`config.mk`:
```
export PLATFORM = sky130hd
export DESIGN_NAME = mux_one_to_six
export DESIGN_NICKNAME = d
export VERILOG_FILES = /design/src/rtl/mult_pkg.sv /design/src/rtl/mux_one_to_six.sv
export SDC_FILE = /design/constraint.sdc
export NUM_CORES = 1
export LEC_CHECK = 0
export ABC_AREA = 0
export BUFFER_PORTS_ARGS = -buffer_cell sky130_fd_sc_hd__buf_2
export CAP_MARGIN = 20
export CORE_ASPECT_RATIO = 1.5
export CORE_MARGIN = 5
export CORE_UTILIZATION = 46
export DETAILED_ROUTE_END_ITERATION = 12
export GPL_TIMING_DRIVEN = 0
export HOLD_SLACK_MARGIN = 0.06
export PLACE_DENSITY = 0.85
export SYNTH_ARGS = -nofsm -noshare
export SYNTH_HDL_FRONTEND = slang
export SYNTH_SLANG_ARGS = --single-unit
```
`constraint.sdc`:
```
create_clock -name clock -period 1.09 [get_ports clock]
set_clock_uncertainty 0.05 [all_clocks]
set_input_delay 0.0545 -clock clock [delete_from_list [all_inputs] [get_ports clock]]
set_output_delay 0.0545 -clock clock [all_outputs]
set_load 0.02 [all_outputs]
```
`src/rtl/mult_pkg.sv`:
```
// Shared multiplier-datapath definitions: data width, destination select codes
// and the select-to-one-hot decoder used by the routing stages.
package mult_pkg;

  localparam int unsigned DATA_W   = 16;
  localparam int unsigned NUM_DEST = 6;
  localparam int unsigned SEL_W    = 3;

  localparam logic [SEL_W-1:0] SEL_A = 3'd0;
  localparam logic [SEL_W-1:0] SEL_B = 3'd1;
  localparam logic [SEL_W-1:0] SEL_C = 3'd2;
  localparam logic [SEL_W-1:0] SEL_D = 3'd3;
  localparam logic [SEL_W-1:0] SEL_E = 3'd4;
  localparam logic [SEL_W-1:0] SEL_F = 3'd5;

  // Select code to one-hot destination flag; codes 6 and 7 address nothing.
  function automatic logic [NUM_DEST-1:0] onehot3to6(input logic [SEL_W-1:0] sel);
    logic [NUM_DEST-1:0] oh;
    oh = '0;
    case (sel)
      SEL_A:   oh = 6'b000001;
      SEL_B:   oh = 6'b000010;
      SEL_C:   oh = 6'b000100;
      SEL_D:   oh = 6'b001000;
      SEL_E:   oh = 6'b010000;
      SEL_F:   oh = 6'b100000;
      default: oh = '0;
    endcase
    return oh;
  endfunction

endpackage

```
`src/rtl/mux_one_to_six.sv`:
```
// Registered 1-to-6 routing stage of the multiplier datapath.
// Each rising edge of clock writes entrada to the output chosen by op and
// zero to all others; valid flags the loaded destination one-hot.
// Ports:
//   clock   - system clock, rising edge
//   reset   - synchronous active-high clear of all outputs
//   op      - destination select (0..5 -> a..f, 6/7 -> none)
//   entrada - data word to route
//   a..f    - registered destination words
//   valid   - registered one-hot of the destination loaded last edge
module mux_one_to_six
  import mult_pkg::*;
#(
  parameter int unsigned WIDTH   = DATA_W,
  parameter int unsigned NUM_OUT = NUM_DEST
) (
  input  logic               clock,
  input  logic               reset,
  input  logic [SEL_W-1:0]   op,
  input  logic [WIDTH-1:0]   entrada,
  output logic [WIDTH-1:0]   a,
  output logic [WIDTH-1:0]   b,
  output logic [WIDTH-1:0]   c,
  output logic [WIDTH-1:0]   d,
  output logic [WIDTH-1:0]   e,
  output logic [WIDTH-1:0]   f,
  output logic [NUM_OUT-1:0] valid
);

  logic [WIDTH-1:0]   out_d [NUM_OUT];
  logic [WIDTH-1:0]   out_q [NUM_OUT];
  logic [NUM_OUT-1:0] valid_d;
  logic [NUM_OUT-1:0] valid_q;

  // Next values: every destination is rewritten each edge, only the flagged one gets data.
  always_comb begin
    valid_d = onehot3to6(op);
    for (int unsigned i = 0; i < NUM_OUT; i++) begin
      out_d[i] = '0;
      if (valid_d[i]) begin
        out_d[i] = entrada;
      end
    end
  end

  // Output registers; reset overrides any routing request on the same edge.
  always_ff @(posedge clock) begin
    if (reset) begin
      valid_q <= '0;
      for (int unsigned i = 0; i < NUM_OUT; i++) begin
        out_q[i] <= '0;
      end
    end else begin
      valid_q <= valid_d;
      for (int unsigned i = 0; i < NUM_OUT; i++) begin
        out_q[i] <= out_d[i];
      end
    end
  end

  assign a     = out_q[0];
  assign b     = out_q[1];
  assign c     = out_q[2];
  assign d     = out_q[3];
  assign e     = out_q[4];
  assign f     = out_q[5];
  assign valid = valid_q;

endmodule

```
* Word-level counts from Yosys, hierarchy flattened
Memories as Yosys holds them, arrays and structs flattened.
Index checks and enable logic that the tools add are counted.
** Word-level totals
- Flip-flop bits (word level) :: 6
- Memory bits (writable) :: 96
- Input port bits :: 21
- Word-level logic and storage cells :: 30
- Memories kept :: 1
** Memories
- out_q :: words 6, width 16, read ports 6, clocked after Yosys merged registers in 0, wr ports 6, RTL line mux_one_to_six.sv:31 : logic [WIDTH-1:0] out_q [NUM_OUT];
** Cells by class
- Eq/ne operators :: 5
- Multiplexer cells :: 16
- Bitwise operators :: 6
- Reductions and logical operators :: 1
** Operator list (number)
- 16-bit 2-to-1 mux :: 12
- 6-bit one-hot mux with 6 select lines :: 1
- 3-bit by 2-bit == test with 1-bit output (second input constant) :: 2
- 3-bit == test (second input constant) :: 2
- 1-bit bitwise OR :: 6
- 3-bit by 1-bit == test with 1-bit output (second input constant) :: 1
- 3-bit zero test :: 1
- 1-bit 2-to-1 mux :: 3

* Logic depth before layout (Yosys ltp)
- Depth after elaboration :: 4
- Mapped depth :: 4
- Depth with buffers taken out :: 2

* Least setup slack after synthesis
Ideal clock, no wire load.
- Path kind :: input port to flip-flop
- Start :: input port op[2]
- End :: memory out_q[3][12] (netlist name)
- Library setup time :: 0.066 ns
- Arrival :: 0.715 ns
- Data required time :: 0.974 ns
- Setup slack :: 0.259 ns
- Stages :: 3
- Buffers on the path :: 1
- Cell sequence :: buf_2 > or3b_1 > nor2_1
** RTL lines
- from (decl) :: RTL line mux_one_to_six.sv:19 : input logic [SEL_W-1:0] op,
- to (decl) :: RTL line mux_one_to_six.sv:31

==> results.json <==
{
  "ys_types": 15,
  "ys_seq_elements": 102,
  "fin_ws_ns": 0.04749,
  "crit_chain": "dlygate4sd3_1 > buf_2 > or3b_1 > nor2_1",
  "dp.cells": 433,
  "cp_data_required_time_ns": 1.32,
  "total_power_mw": 6.838,
  "cap_violations": 0,
  "netlist_area_um2": 2806,
  "path_clk_slew_ns": 0.10,
  "wl_um": 6642,
  "fin_cells": 465,
  "holdWs_ns": 0.04010,
  "min_period_over_period_pct": 95.64,
  "io_pins": 123,
  "yosys.area_share.simple_pct": 24.65,
  "critPathCaptureType": "flip-flop",
  "placed_area_um2": 3510,
  "p_leak_nw": 1.949,
  "final_net_count": 407,
  "slowest_stage": "dlygate4sd3_1",
  "grt_setup_unrepaired": "false",
  "die_area_um2": 7795,
  "finalCriticalPeriod_ns": 1.043,
  "drtPass1Iterations": 4,
  "hold_viol": 0,
  "antenna_found_initial": 0,
  "grt_pass1_vias": 2123,
  "crit_type": "in -> reg",
  "synthCells": 237,
  "cts_hold_buf": 16,
  "syn_nets": 258,
  "synthXorXnorAreaFrac_pct": 0,
  "area_growth_pct": 38.83,
  "cts_buffer_depth": 2,
  "relSlewSlack_pct": 64.19,
  "n_antenna_cell": 0,
  "htreeDepth": 3,
  "power.density_nw_per_um2": 1755,
  "slew_viol_final": 0,
  "gp_congestion": 0.7347,
  "synth_top_family_by_area": "simple AND/OR/NAND/NOR gates",
  "drive_above_1_share_pct": 42.20,
  "hpwlAfterDp_um": 4976,
  "synth_compound_area_share_pct": 0,
  "fmax_ghz": 0.9592,
  "synthMuxAreaShare_pct": 0,
  "nFillCells": 476,
  "min_path_type": "in -> reg",
  "vias_per_cell": 4.419,
  "ys_seq_area_share_pct": 72.76,
  "die_w_um": 73.78,
  "syn_area_per_cell_um2": 11.84,
  "wl_per_cell_um": 14.28,
  "finalSetupTns_ns": 0,
  "worstPathMaxFanout": 4,
  "arrival_ns": 1.27,
  "drtIter0Drc": 98,
  "core_um2": 6043,
  "synthAdderAreaFrac_pct": 0,
  "cts_root_buf": "clkbuf_8",
  "grt_pass1_wl_um": 10400,
  "ir_worst_vdd_mv": 1.355,
  "setup_violations": 0,
  "grt_overflow_total": 0,
  "cts_buffers": 9,
  "design_area_um2": 3896,
  "yosysWarnings": 0,
  "worst_pin_slew_ns": 0.5372,
  "dp_slack_ns": -0.1145,
  "track_usage_pct": 17.76,
  "vias": 2055,
  "cts.sinks": 102,
  "grt_max_degree": 19,
  "cp_slowest_stage_delay_ns": 0.53,
  "final_util_pct": 64.47,
  "outcome": "completed",
  "cp-start-kind": "input pin",
  "dieHeight_um": 105.7,
  "start_util_pct": 46.44,
  "drc": 0,
  "cts_tree": "done",
  "ant_nets": 0,
  "rows": 35,
  "port_buffers": 122
}
cells in the mapped netlist:
library cell | n | area share (%)
and4bb_2 | 1 | 0.45
nor4b_4 | 1 | 0.85
buf_4 | 1 | 0.27
nand2_1 | 1 | 0.13
nor2_1 | 64 | 8.6
or3b_4 | 13 | 5.2
or3b_1 | 3 | 0.94
and2_1 | 32 | 7.1
nand2b_1 | 2 | 0.45
buf_2 | 10 | 1.8
or2_1 | 1 | 0.22
buf_6 | 1 | 0.40
clkbuf_1 | 1 | 0.13
nor3_1 | 4 | 0.71
dfxtp_1 | 102 | 73
sequential cells by signal, summed over array words and instances, names as in the netlist:
name	flops
out_q	96
valid	6
logic make-up (layout without fill, tap and decap cells):
logic type	after synthesis	after routing
buffers and inverters	13	167
flip-flops	102	102
AND/OR/NAND/NOR	122	122
where the power goes:
group / total, mW / leakage, nW / switching (mW) / internal (mW)
combinational: 0.452 / 1.01 / 0.266 / 0.185
clock: 2.58 / 0.117 / 1.25 / 1.33
sequential: 3.80 / 0.826 / 0.0143 / 3.79
layout make-up:
| class | instances | area (um^2) | share of cell area (%) |
|---|---|---|---|
| plain buffers | 13 | 72.57 | 1.863 |
| clock buffers | 9 | 123.9 | 3.179 |
| clock inverters | 7 | 102.6 | 2.633 |
| multi-input cells | 122 | 691.9 | 17.76 |
| flip-flops and latches | 102 | 2042 | 52.41 |
| well taps | 74 | 92.59 | 2.376 |
| repair buffers | 138 | 770.7 | 19.78 |
path summary, 6_finish.rpt:
kind	startpoint	endpoint	slack (ns)	cells past startpoint
max	entrada[13]	out_q[1][13]$_SDFF_PP0_	0.05	4
min	reset	valid[4]$_SDFF_PP0_	0.04	3
layer usage:
layer | global-route usage [%] | wire length [um]
met4 | 5.829 | 68
met2 | 31.92 | 3580
met3 | 6.679 | 609
met5 | 0 | 0
met1 | 18.30 | 2384
cell usage in the layout (no fill, tap or decap), types with 2 or more instances in the layout:
cell / count
nor3_1: 4
nor2_1: 64
or3b_4: 13
dlygate4sd3_1: 16
nand2b_1: 2
clkbuf_8: 9
bufinv_16: 2
or3b_1: 3
inv_6: 3
buf_2: 132
and2_1: 32
dfxtp_1: 102
critical path: cells and delay by family:
kind	cells	cell delay (ns)
simple gates	2	0.56
buf+inv	2	0.65
timing repair:
| item | 4_1_cts | 5_1_grt |
|---|---|---|
| setup buffers | 0 | 0 |
| gates resized for setup | 0 | 0 |
| hold endpoints to repair | 33 | 4 |
No activity file was read; power rests on OpenSTA's default activity.
